File: config.mk
export PLATFORM = sky130hd
export DESIGN_NAME = mux_pipe_stage_flat
export DESIGN_NICKNAME = d
export VERILOG_FILES = /design/src/rtl/pipe_pkg.sv /design/src/rtl/mux_pipe_stage_if.sv /design/src/rtl/mux_nx1_param.sv /design/src/rtl/mux_pipe_stage.sv /design/src/flat_wrapper.sv
export SDC_FILE = /design/constraint.sdc
export NUM_CORES = 1
export LEC_CHECK = 0
export CAP_MARGIN = 40
export CORE_UTILIZATION = 30
export DETAILED_ROUTE_END_ITERATION = 8
export HOLD_SLACK_MARGIN = 0.02
export PLACE_DENSITY_LB_ADDON = 0.1
export SYNTH_ARGS = -nofsm -noshare
export SYNTH_HDL_FRONTEND = slang
export SYNTH_HIERARCHICAL = 1
export SYNTH_SLANG_ARGS = --single-unit
File: constraint.sdc
create_clock -name clk -period 1.6 [get_ports clk]
set_clock_uncertainty 0.2 [all_clocks]
set_input_delay 0.4 -clock clk [delete_from_list [all_inputs] [get_ports clk]]
set_output_delay 0.4 -clock clk [all_outputs]
set_load 0.05 [all_outputs]
File: src/rtl/pipe_pkg.sv
// Shared definitions for the pipeline-stage selectors: occupancy encoding and default NOP word.
package pipe_pkg;

  typedef enum logic [1:0] {
    ST_EMPTY = 2'd0,
    ST_ONE   = 2'd1,
    ST_TWO   = 2'd2
  } occ_e;

  localparam int          NOP_W       = 32;
  localparam logic [31:0] NOP_DEFAULT = '0;

endpackage

File: src/rtl/mux_pipe_stage_if.sv
// Upstream/downstream handshake bundle for mux_pipe_stage; slave is the stage, master drives it.
interface mux_pipe_stage_if #(
  parameter int WIDTH  = 32,
  parameter int NUM_IN = 4,
  parameter int SEL_W  = $clog2(NUM_IN)
);
  logic [SEL_W-1:0]        sel;
  logic [NUM_IN*WIDTH-1:0] in_data;
  logic                    in_valid;
  logic                    in_ready;
  logic                    flush;
  logic [WIDTH-1:0]        out_data;
  logic                    out_valid;
  logic                    out_ready;
  logic [1:0]              occupancy;
  logic                    sel_err;

  modport slave (
    input  sel, in_data, in_valid, flush, out_ready,
    output in_ready, out_data, out_valid, occupancy, sel_err
  );

  modport master (
    output sel, in_data, in_valid, flush, out_ready,
    input  in_ready, out_data, out_valid, occupancy, sel_err
  );
endinterface

File: src/rtl/mux_nx1_param.sv
// Combinational N-way word selector; out-of-range selects yield NOP_VALUE and raise sel_illegal.
module mux_nx1_param #(
  parameter int               WIDTH     = 32,
  parameter int               NUM_IN    = 4,
  parameter logic [WIDTH-1:0] NOP_VALUE = {WIDTH{1'b0}},
  localparam int              SEL_W     = $clog2(NUM_IN)
) (
  input  logic [SEL_W-1:0]        sel,
  input  logic [NUM_IN*WIDTH-1:0] in_data,
  output logic [WIDTH-1:0]        sel_word,
  output logic                    sel_illegal
);

  always_comb begin
    sel_word    = NOP_VALUE;
    sel_illegal = 1'b1;
    for (int k = 0; k < NUM_IN; k++) begin
      if (sel == SEL_W'(k)) begin
        sel_word    = in_data[k*WIDTH +: WIDTH];
        sel_illegal = 1'b0;
      end
    end
  end

endmodule

File: src/rtl/mux_pipe_stage.sv
// Registered N-way selector stage with valid/ready handshake and a one-entry skid buffer.
//   state    | meaning
//   ST_EMPTY | nothing held, out_valid=0
//   ST_ONE   | main register holds the output word
//   ST_TWO   | main and skid both full, in_ready=0
module mux_pipe_stage
  import pipe_pkg::*;
#(
  parameter int               WIDTH     = 32,
  parameter int               NUM_IN    = 4,
  parameter logic [WIDTH-1:0] NOP_VALUE = {WIDTH{1'b0}}
) (
  input  logic             clk,
  input  logic             reset,
  mux_pipe_stage_if.slave  bus
);

  localparam int SEL_W = $clog2(NUM_IN);

  occ_e             state_q, state_d;
  logic [WIDTH-1:0] main_q, main_d;
  logic [WIDTH-1:0] skid_q, skid_d;
  logic             in_ready_q, in_ready_d;
  logic             sel_err_q, sel_err_d;
  logic [WIDTH-1:0] sel_word;
  logic             sel_illegal;
  logic             out_valid;
  logic             accept;
  logic             drain;

  mux_nx1_param #(
    .WIDTH     (WIDTH),
    .NUM_IN    (NUM_IN),
    .NOP_VALUE (NOP_VALUE)
  ) u_sel (
    .sel         (bus.sel[SEL_W-1:0]),
    .in_data     (bus.in_data),
    .sel_word    (sel_word),
    .sel_illegal (sel_illegal)
  );

  assign out_valid = (state_q != ST_EMPTY);
  assign accept    = bus.in_valid & in_ready_q;
  assign drain     = out_valid & bus.out_ready;

  always_comb begin
    state_d   = state_q;
    main_d    = main_q;
    skid_d    = skid_q;
    sel_err_d = sel_err_q | (accept & sel_illegal);

    case (state_q)
      ST_EMPTY: begin
        if (accept) begin
          main_d  = sel_word;
          state_d = ST_ONE;
        end
      end
      ST_ONE: begin
        if (accept && drain) begin
          main_d = sel_word;
        end else if (accept) begin
          skid_d  = sel_word;
          state_d = ST_TWO;
        end else if (drain) begin
          state_d = ST_EMPTY;
        end
      end
      ST_TWO: begin
        if (drain) begin
          main_d  = skid_q;
          state_d = ST_ONE;
        end
      end
      default: state_d = ST_EMPTY;
    endcase

    // A flushed word is discarded entirely, so it must not mark sel_err either.
    if (bus.flush) begin
      state_d   = ST_EMPTY;
      main_d    = NOP_VALUE;
      sel_err_d = sel_err_q;
    end

    in_ready_d = (state_d != ST_TWO);
  end

  always_ff @(posedge clk) begin
    if (reset) begin
      state_q    <= ST_EMPTY;
      main_q     <= NOP_VALUE;
      skid_q     <= NOP_VALUE;
      in_ready_q <= 1'b1;
      sel_err_q  <= 1'b0;
    end else begin
      state_q    <= state_d;
      main_q     <= main_d;
      skid_q     <= skid_d;
      in_ready_q <= in_ready_d;
      sel_err_q  <= sel_err_d;
    end
  end

  assign bus.in_ready  = in_ready_q;
  assign bus.out_data  = main_q;
  assign bus.out_valid = out_valid;
  assign bus.occupancy = state_q;
  assign bus.sel_err   = sel_err_q;

endmodule

File: src/flat_wrapper.sv
// flat-port wrapper written by rule: the top's interface ports become plain ports
module mux_pipe_stage_flat import pipe_pkg::*;
#(
  parameter int               WIDTH     = 32,
  parameter int               NUM_IN    = 4,
  parameter logic [WIDTH-1:0] NOP_VALUE = {WIDTH{1'b0}}
)
  (clk, reset, bus_sel, bus_in_data, bus_in_valid, bus_flush, bus_out_ready, bus_in_ready, bus_out_data, bus_out_valid, bus_occupancy, bus_sel_err);
  mux_pipe_stage_if #(.WIDTH(WIDTH), .NUM_IN(NUM_IN)) bus_i ();
  input  logic clk;
  input  logic reset;
  input wire logic [$bits(bus_i.sel)-1:0] bus_sel;
  input wire logic [$bits(bus_i.in_data)-1:0] bus_in_data;
  input wire logic [$bits(bus_i.in_valid)-1:0] bus_in_valid;
  input wire logic [$bits(bus_i.flush)-1:0] bus_flush;
  input wire logic [$bits(bus_i.out_ready)-1:0] bus_out_ready;
  output wire logic [$bits(bus_i.in_ready)-1:0] bus_in_ready;
  output wire logic [$bits(bus_i.out_data)-1:0] bus_out_data;
  output wire logic [$bits(bus_i.out_valid)-1:0] bus_out_valid;
  output wire logic [$bits(bus_i.occupancy)-1:0] bus_occupancy;
  output wire logic [$bits(bus_i.sel_err)-1:0] bus_sel_err;
  assign bus_i.sel = bus_sel;
  assign bus_i.in_data = bus_in_data;
  assign bus_i.in_valid = bus_in_valid;
  assign bus_i.flush = bus_flush;
  assign bus_i.out_ready = bus_out_ready;
  assign bus_in_ready = bus_i.in_ready;
  assign bus_out_data = bus_i.out_data;
  assign bus_out_valid = bus_i.out_valid;
  assign bus_occupancy = bus_i.occupancy;
  assign bus_sel_err = bus_i.sel_err;
  mux_pipe_stage #(.WIDTH(WIDTH), .NUM_IN(NUM_IN), .NOP_VALUE(NOP_VALUE)) u_core (.clk(clk), .reset(reset), .bus(bus_i));
endmodule
==> qor.yml, run 1 <==
clocking:
  clk_latency_ns: 0.32
  numCtsBuffers: 9
  clkTransAtPathRegs_ns: 0.06
  clock_tree.buffer_depth: 2
  h-tree-depth: 3
  clockRootBuffer: "clkbuf_16"
  cts_tree: "done"
  cts.sinks: 68
  holdBufCountCts: 0
critical_path:
  worst-path-max-fanout: 7
  cp_slowest_stage_delay_ns: 0.36
  cp-end-kind: "output pin"
  r2r_end: "u_core/skid_q[26]$_SDFFE_PP0P_"
  cp-start-kind: "register"
  crit_chain: "or2_4 -> buf_8"
  cp.required_ns: 1.00
  reg2regPathDepth: 5
  reg2reg_slack_ns: -0.11
  cp_top_family: "flip-flops"
  cp.arrival_ns: 1.11
  cp_num_buf_inv: 1
  path_class: "reg2out"
  reg2reg_from: "u_core/bus.occupancy[0]$_SDFF_PP0_"
  crit_slowest_cell: "dfxtp_4"
global_routing:
  grt_usage_pct: 18.20
  grt_pass1_wl_mm: 18.12
  use_met3_pct: 3.547
  grt_max_degree: 33
  antenna_found_initial: 0
  overflow: 0
  top_usage_layer: "met2"
  use_met1_pct: 20.82
  grt.met2_usage_pct: 32.57
  grt_pass1_vias: 3549
power:
  powerDensity_mw_per_mm2: 706.9
  combinationalPowerShare_pct: 27.9
  pwr-share-clk_pct: 37.1
  sw_frac_of_total_pct: 27.16
  p_int_mw: 3.785
  p_leak_nw: 2.726
  switchingPower_mw: 1.411
  vdd_drop_max_mv: 0.4549
  p_total_mw: 5.196
  seqPwrFrac_pct: 34.9
placed_design:
  dp_hpwl_mm: 8.297
  place.gp.congestion: 0.7056
  io_buffers: 171
  placed_area_mm2: 0.006191
finish:
  syn2layout_area_growth_pct: 94.47
  drive_gt1_share_pct: 46.89
  layout_common_cells: "129 x clkdlybuf4s50_1, 65 x dfxtp_1, 52 x buf_12"
  fill_cells: 993
  multiInputGateArea_mm2: 0.002716
  fin_area_mm2: 0.007351
  antennaDiodeCount: 0
  fin_nets: 676
  final_common_cell: "clkdlybuf4s50_1"
  regArea_mm2: 0.001373
timing:
  setup_viol: 67
  hold_viol: 0
  finalCritPeriodShare_pct: 106.9
  slew_violations: 0
  setup_slack_ns: -0.1108
  fmax_ghz: 0.5845
  post-route-min-period_ns: 1.711
  rsz0062_at_grt: "true"
routing:
  drt_iter0_drc: 94
  viasPerCell: 5.000
  drt_wl_total_mm: 12.61
  vias: 3570
  firstDrtPassIters: 4
  drc_errors: 0
  wire_per_inst_um: 17.67
  antenna_left: 0
synthesis:
  yosys_register_bits: 68
  yosys_warnings: 6
  synth.distinct_cells: 31
  yosysSeqAreaShare_pct: 36.01
  syn_area_per_cell_um2: 10.74
  syn-cell-area_mm2: 0.003780
  synth_nets: 487
  netlist_instances: 352
floorplan:
  dieArea_mm2: 0.01305
  die_h_um: 114.2
  io_pins: 172
  core_area_mm2: 0.01216
  dieWidth_um: 114.2
  row_count: 40
  start_util_pct: 31.08
run_status:
  violations: "negative setup slack"
  status: "finished, violations left"
min_path:
  hp-start: "u_core/skid_q[13]$_SDFFE_PP0P_"
  hp-class: "reg2reg"
  hold_end: "u_core/skid_q[13]$_SDFFE_PP0P_"
  worstHoldPathCells: 2
job:
  cap_violations: 0
layout make-up:
cell class	instances	share of cell area, %
multi-input combinational	247	36.95
timing repair buffer	215	37.63
clock buffer	11	3.166
sequential	68	18.67
tap	168	2.860
clock inverter	5	0.7149
worst max path at each step:
| stage | start | end | slack [ns] | cells after the start |
|---|---|---|---|---|
| floorplan | u_core/bus.occupancy[1]$_SDFF_PP0_ | u_core/bus.out_data[10]$_SDFFE_PP0P_ | -0.13 | 6 |
| global placement | bus_in_valid | u_core/skid_q[31]$_SDFFE_PP0P_ | -0.59 | 6 |
| detailed placement | bus_in_valid | u_core/skid_q[31]$_SDFFE_PP0P_ | -0.61 | 6 |
| CTS | u_core/bus.occupancy[1]$_SDFF_PP0_ | bus_out_valid | -0.10 | 2 |
| global route | u_core/bus.occupancy[1]$_SDFF_PP0_ | bus_out_valid | -0.14 | 2 |
| finish | u_core/bus.occupancy[1]$_SDFF_PP0_ | bus_out_valid | -0.11 | 2 |
worst min-delay path, delay by kind of cell (launching register included):
kind               cells  cell delay [ns]
DFF                    1             0.31
and+or+nand+nor        1             0.06
AOI/OAI and AO/OA      1             0.05
layer usage:
layer | wire [um] | up-vias
li1 | - | 1696
met1 | 5079 | 1734
met2 | 6623 | 121
met3 | 646 | 19
met4 | 263 | 0
met5 | 0 | -
state kept, by name, indices dropped and copies added, names as in the netlist:
| name | cells |
|---|---|
| u_core/bus.out_data | 32 |
| u_core/skid_q | 32 |
| u_core/bus.occupancy | 2 |
| u_core/bus.in_ready | 1 |
| u_core/bus.sel_err | 1 |
logic make-up after synthesis:
logic type | after synthesis | share of synthesized area (%)
AO/OA/AOI/OAI | 70 | 15.53
buffers and inverters | 37 | 7.249
flip-flops | 68 | 36.01
multiplexers | 64 | 27.74
other | 1 | 0.09921
AND/OR/NAND/NOR | 112 | 13.37
what timing repair did:
action,4_1_cts,5_1_grt
pin swaps,4,11
endpoints found under the setup margin,65,67
setup buffers,8,0
gates resized for setup,15,121
gates cloned,4,7
through the flow:
stage | setup TNS [ns] | cells | utilization [%] | hold slack (ns) | worst slack, ns
detailed placement | -36.44 | 681 | 50.91 | 0.2467 | -0.6051
CTS | -3.307 | 709 | 55.26 | 0.2541 | -0.1043
global placement | -34.96 | 681 | 50.91 | 0.2408 | -0.5855
global route | -7.159 | 714 | 60.44 | 0.2816 | -0.1444
finish | -4.788 | 714 | 60.44 | 0.2675 | -0.1108
floorplan | -6.989 | 352 | - | 0.2320 | -0.1266
Yosys cell counts:
master / instances / area (um^2)
a211o_1: 1 / 8.760
a211oi_1: 1 / 7.510
a21o_1: 1 / 7.510
a21oi_1: 33 / 165.2
buf_1: 1 / 3.750
buf_12: 3 / 60.06
buf_2: 18 / 90.09
buf_4: 1 / 7.510
buf_6: 8 / 90.09
clkbuf_1: 6 / 22.52
conb_1: 1 / 3.750
dfxtp_1: 68 / 1361
mux2i_1: 32 / 320.3
mux4_1: 2 / 52.55
mux4_2: 30 / 675.7
nand2_1: 65 / 244.0
nand2_2: 1 / 6.260
nand2b_1: 1 / 6.260
nand3_1: 33 / 165.2
nand3b_1: 2 / 15.01
nand4b_1: 1 / 8.760
nor2_1: 4 / 15.01
nor3b_1: 1 / 7.510
nor4b_2: 1 / 15.01
o211a_1: 1 / 10.01
o21a_1: 1 / 7.510
o31ai_1: 4 / 30.03
o31ai_2: 28 / 350.3
or2_1: 1 / 6.260
or2_2: 1 / 6.260
or4b_1: 1 / 10.01
power groups by stage:
stage	Sequential [mW]	Combinational [mW]	Clock, mW
detailed placement	1.84	1.28	0
floorplan	1.96	0.501	0
global route	1.82	1.53	2.05
CTS	1.80	1.37	1.96
finish	1.81	1.45	1.93
global placement	1.84	1.26	0
Note: power is estimated with default switching activity, not from simulation.
==> run 2: changes to the inputs <==
--- a/config.mk
+++ b/config.mk
@@ -6,6 +6,7 @@
 export NUM_CORES = 1
 export LEC_CHECK = 0
 export CAP_MARGIN = 40
+export CORE_ASPECT_RATIO = 0.5
 export CORE_UTILIZATION = 30
 export DETAILED_ROUTE_END_ITERATION = 8
 export HOLD_SLACK_MARGIN = 0.02
==> qor.yml, run 2 (same netlist as run 1, synthesis figures left out) <==
run_status:
  status: "finished, violations left"
  violations: "negative setup slack"
clocking:
  h-tree-depth: 3  # unchanged
  clk_latency_ns: 0.33  # about the same
  cts_tree: "done"
  holdBufCountCts: 0  # unchanged
  numCtsBuffers: 9  # unchanged
  clock_tree.buffer_depth: 2  # unchanged
  cts.sinks: 68  # unchanged
  clkTransAtPathRegs_ns: 0.05  # about the same
  clockRootBuffer: "clkbuf_16"
global_routing:
  grt_pass1_wl_mm: 18.40  # +1.6%
  use_met1_pct: 21.92  # +1.1 points
  antenna_found_initial: 0  # unchanged
  overflow: 0  # unchanged
  grt_usage_pct: 18.57  # +0.36 points
  use_met3_pct: 6.180  # +2.6 points
  grt_max_degree: 38  # +15%
  grt_pass1_vias: 3643  # +2.6%
  top_usage_layer: "met2"
  grt.met2_usage_pct: 33.51  # +0.94 points
critical_path:
  cp-end-kind: "output pin"
  worst-path-max-fanout: 4  # -3
  path_class: "reg2out"
  reg2reg_from: "u_core/bus.occupancy[0]$_SDFF_PP0_"
  cp.arrival_ns: 1.10  # about the same
  reg2regPathDepth: 6  # +1
  reg2reg_slack_ns: -0.10  # about the same
  r2r_end: "u_core/bus.out_data[10]$_SDFFE_PP0P_"
  cp.required_ns: 1.00  # about the same
  cp-start-kind: "register"
routing:
  drt_iter0_drc: 85  # -9.6%
  drc_errors: 0  # unchanged
  drt_wl_total_mm: 12.79  # +1.4%
  viasPerCell: 5.003  # about the same
  wire_per_inst_um: 17.69  # +0.16%
  antenna_left: 0  # unchanged
  firstDrtPassIters: 4  # unchanged
  vias: 3617  # +1.3%
floorplan:
  dieArea_mm2: 0.01308  # +0.21%
  start_util_pct: 31.36  # +0.28 points
  core_area_mm2: 0.01205  # -0.91%
  die_h_um: 81.37  # -29%
  dieWidth_um: 160.7  # +41%
  io_pins: 172  # unchanged
  row_count: 28  # -30%
placed_design:
  dp_hpwl_mm: 8.201  # -1.2%
  place.gp.congestion: 0.7515  # +6.5%
  io_buffers: 171  # unchanged
timing:
  rsz0062_at_grt: "true"
  post-route-min-period_ns: 1.701  # -0.009957 ns
  hold_viol: 0  # unchanged
  setup_viol: 62  # -7.5%
  finalCritPeriodShare_pct: 106.3  # -0.62 points
  final.setup.tns_ns: -2.150  # +2.638 ns
  setup_slack_ns: -0.1008  # +0.009957 ns
  fmax_ghz: 0.5879  # +0.59%
  slew_violations: 0  # unchanged
finish:
  antennaDiodeCount: 0  # unchanged
  fill_cells: 996  # +0.30%
  multiInputGateArea_mm2: 0.002564  # -5.6%
  layout_common_cells: "128 x clkdlybuf4s50_1, 65 x dfxtp_1, 51 x buf_12"
  final_common_cell: "clkdlybuf4s50_1"
  drive_gt1_share_pct: 45.88  # -1.0 points
  syn2layout_area_growth_pct: 94.67
  fin_nets: 688  # +1.8%
  fin_util_pct: 61.06  # +0.61 points
  regArea_mm2: 0.001373  # unchanged
power:
  vdd_drop_max_mv: 0.4560  # +0.24%
  p_leak_nw: 2.965  # +8.8%
  p_total_mw: 5.499  # +5.8%
  powerDensity_mw_per_mm2: 747.3  # +5.7%
min_path:
  hp-class: "reg2reg"
  hp-start: "u_core/skid_q[30]$_SDFFE_PP0P_"
  worstHoldPathCells: 2  # unchanged
  hold_end: "u_core/skid_q[30]$_SDFFE_PP0P_"
job:
  cap_violations: 0  # unchanged
[run 2: cell count changes in the layout (fill, tap and decap cells not counted), moves of 3 or more]
| cell | previous run | this run |
|---|---|---|
| a21oi_2 | 26 | 30 |
| nand2_1 | 33 | 36 |
| clkinv_2 | 3 | 0 |
| nand2_4 | 28 | 25 |
| buf_4 | 17 | 23 |
| buf_6 | 3 | 9 |
| o31ai_2 | 25 | 32 |
| nand3_1 | 12 | 28 |
| o31ai_4 | 6 | 0 |
| nand3_2 | 21 | 5 |
| a21oi_1 | 7 | 3 |
[run 2: per-layer routing]
layer | vias to the layer above | routed length [um]
li1 | 1714 | -
met2 | 99 | 6381
met4 | 0 | 67
met1 | 1797 | 5543
met5 | - | 0
met3 | 7 | 800
[run 2: what timing repair did]
action                                  4_1_cts  5_1_grt
resized for setup                            23      102
endpoints found under the setup margin       66       62
pin swaps                                     8       52
buffers inserted                              6        2
gates cloned                                  4        9
[run 2: area by class of cell]
class	instances	share of cell area (%)
multi-input combinational	247	34.84
clock inverter	6	1.258
timing repair buffer	227	39.19
tap	165	2.806
sequential	68	18.65
clock buffer	10	3.248
[run 2: report_power, final]
part / switching, mW / total [mW] / leakage [nW] / internal, mW
clock network: 0.766 / 2.19 / 0.164 / 1.42
registers: 0.0555 / 1.80 / 0.553 / 1.75
logic: 0.650 / 1.51 / 2.25 / 0.859
[run 2: worst max-delay path by stage]
stage	cells past startpoint	start	end	slack [ns]
5_1_grt	7	u_core/bus.in_ready$_SDFF_PP1_	u_core/skid_q[7]$_SDFFE_PP0P_	-0.13
3_5_place_dp	7	bus_in_valid	u_core/skid_q[24]$_SDFFE_PP0P_	-0.64
3_3_place_gp	6	bus_in_valid	u_core/skid_q[10]$_SDFFE_PP0P_	-0.59
6_report	2	u_core/bus.occupancy[0]$_SDFF_PP0_	bus_out_valid	-0.10
4_1_cts	2	u_core/bus.occupancy[0]$_SDFF_PP0_	bus_out_valid	-0.12
2_1_floorplan	6	u_core/bus.occupancy[1]$_SDFF_PP0_	u_core/bus.out_data[10]$_SDFFE_PP0P_	-0.13
[run 2: critical path, stage by stage (launching register included)]
cell and delay, ns:
dfxtp_4 0.35, or2_4 0.27, buf_8 0.15
[run 2: metrics by stage]
stage,area [um^2],hold WS [ns],setup slack (ns),cells
global route,7358,0.2857,-0.1296,723
floorplan,3871,0.2320,-0.1266,352
global placement,6260,0.2457,-0.5898,687
detailed placement,6260,0.2492,-0.6411,687
CTS,6805,0.2568,-0.1174,713
finish,7358,0.2622,-0.1008,723
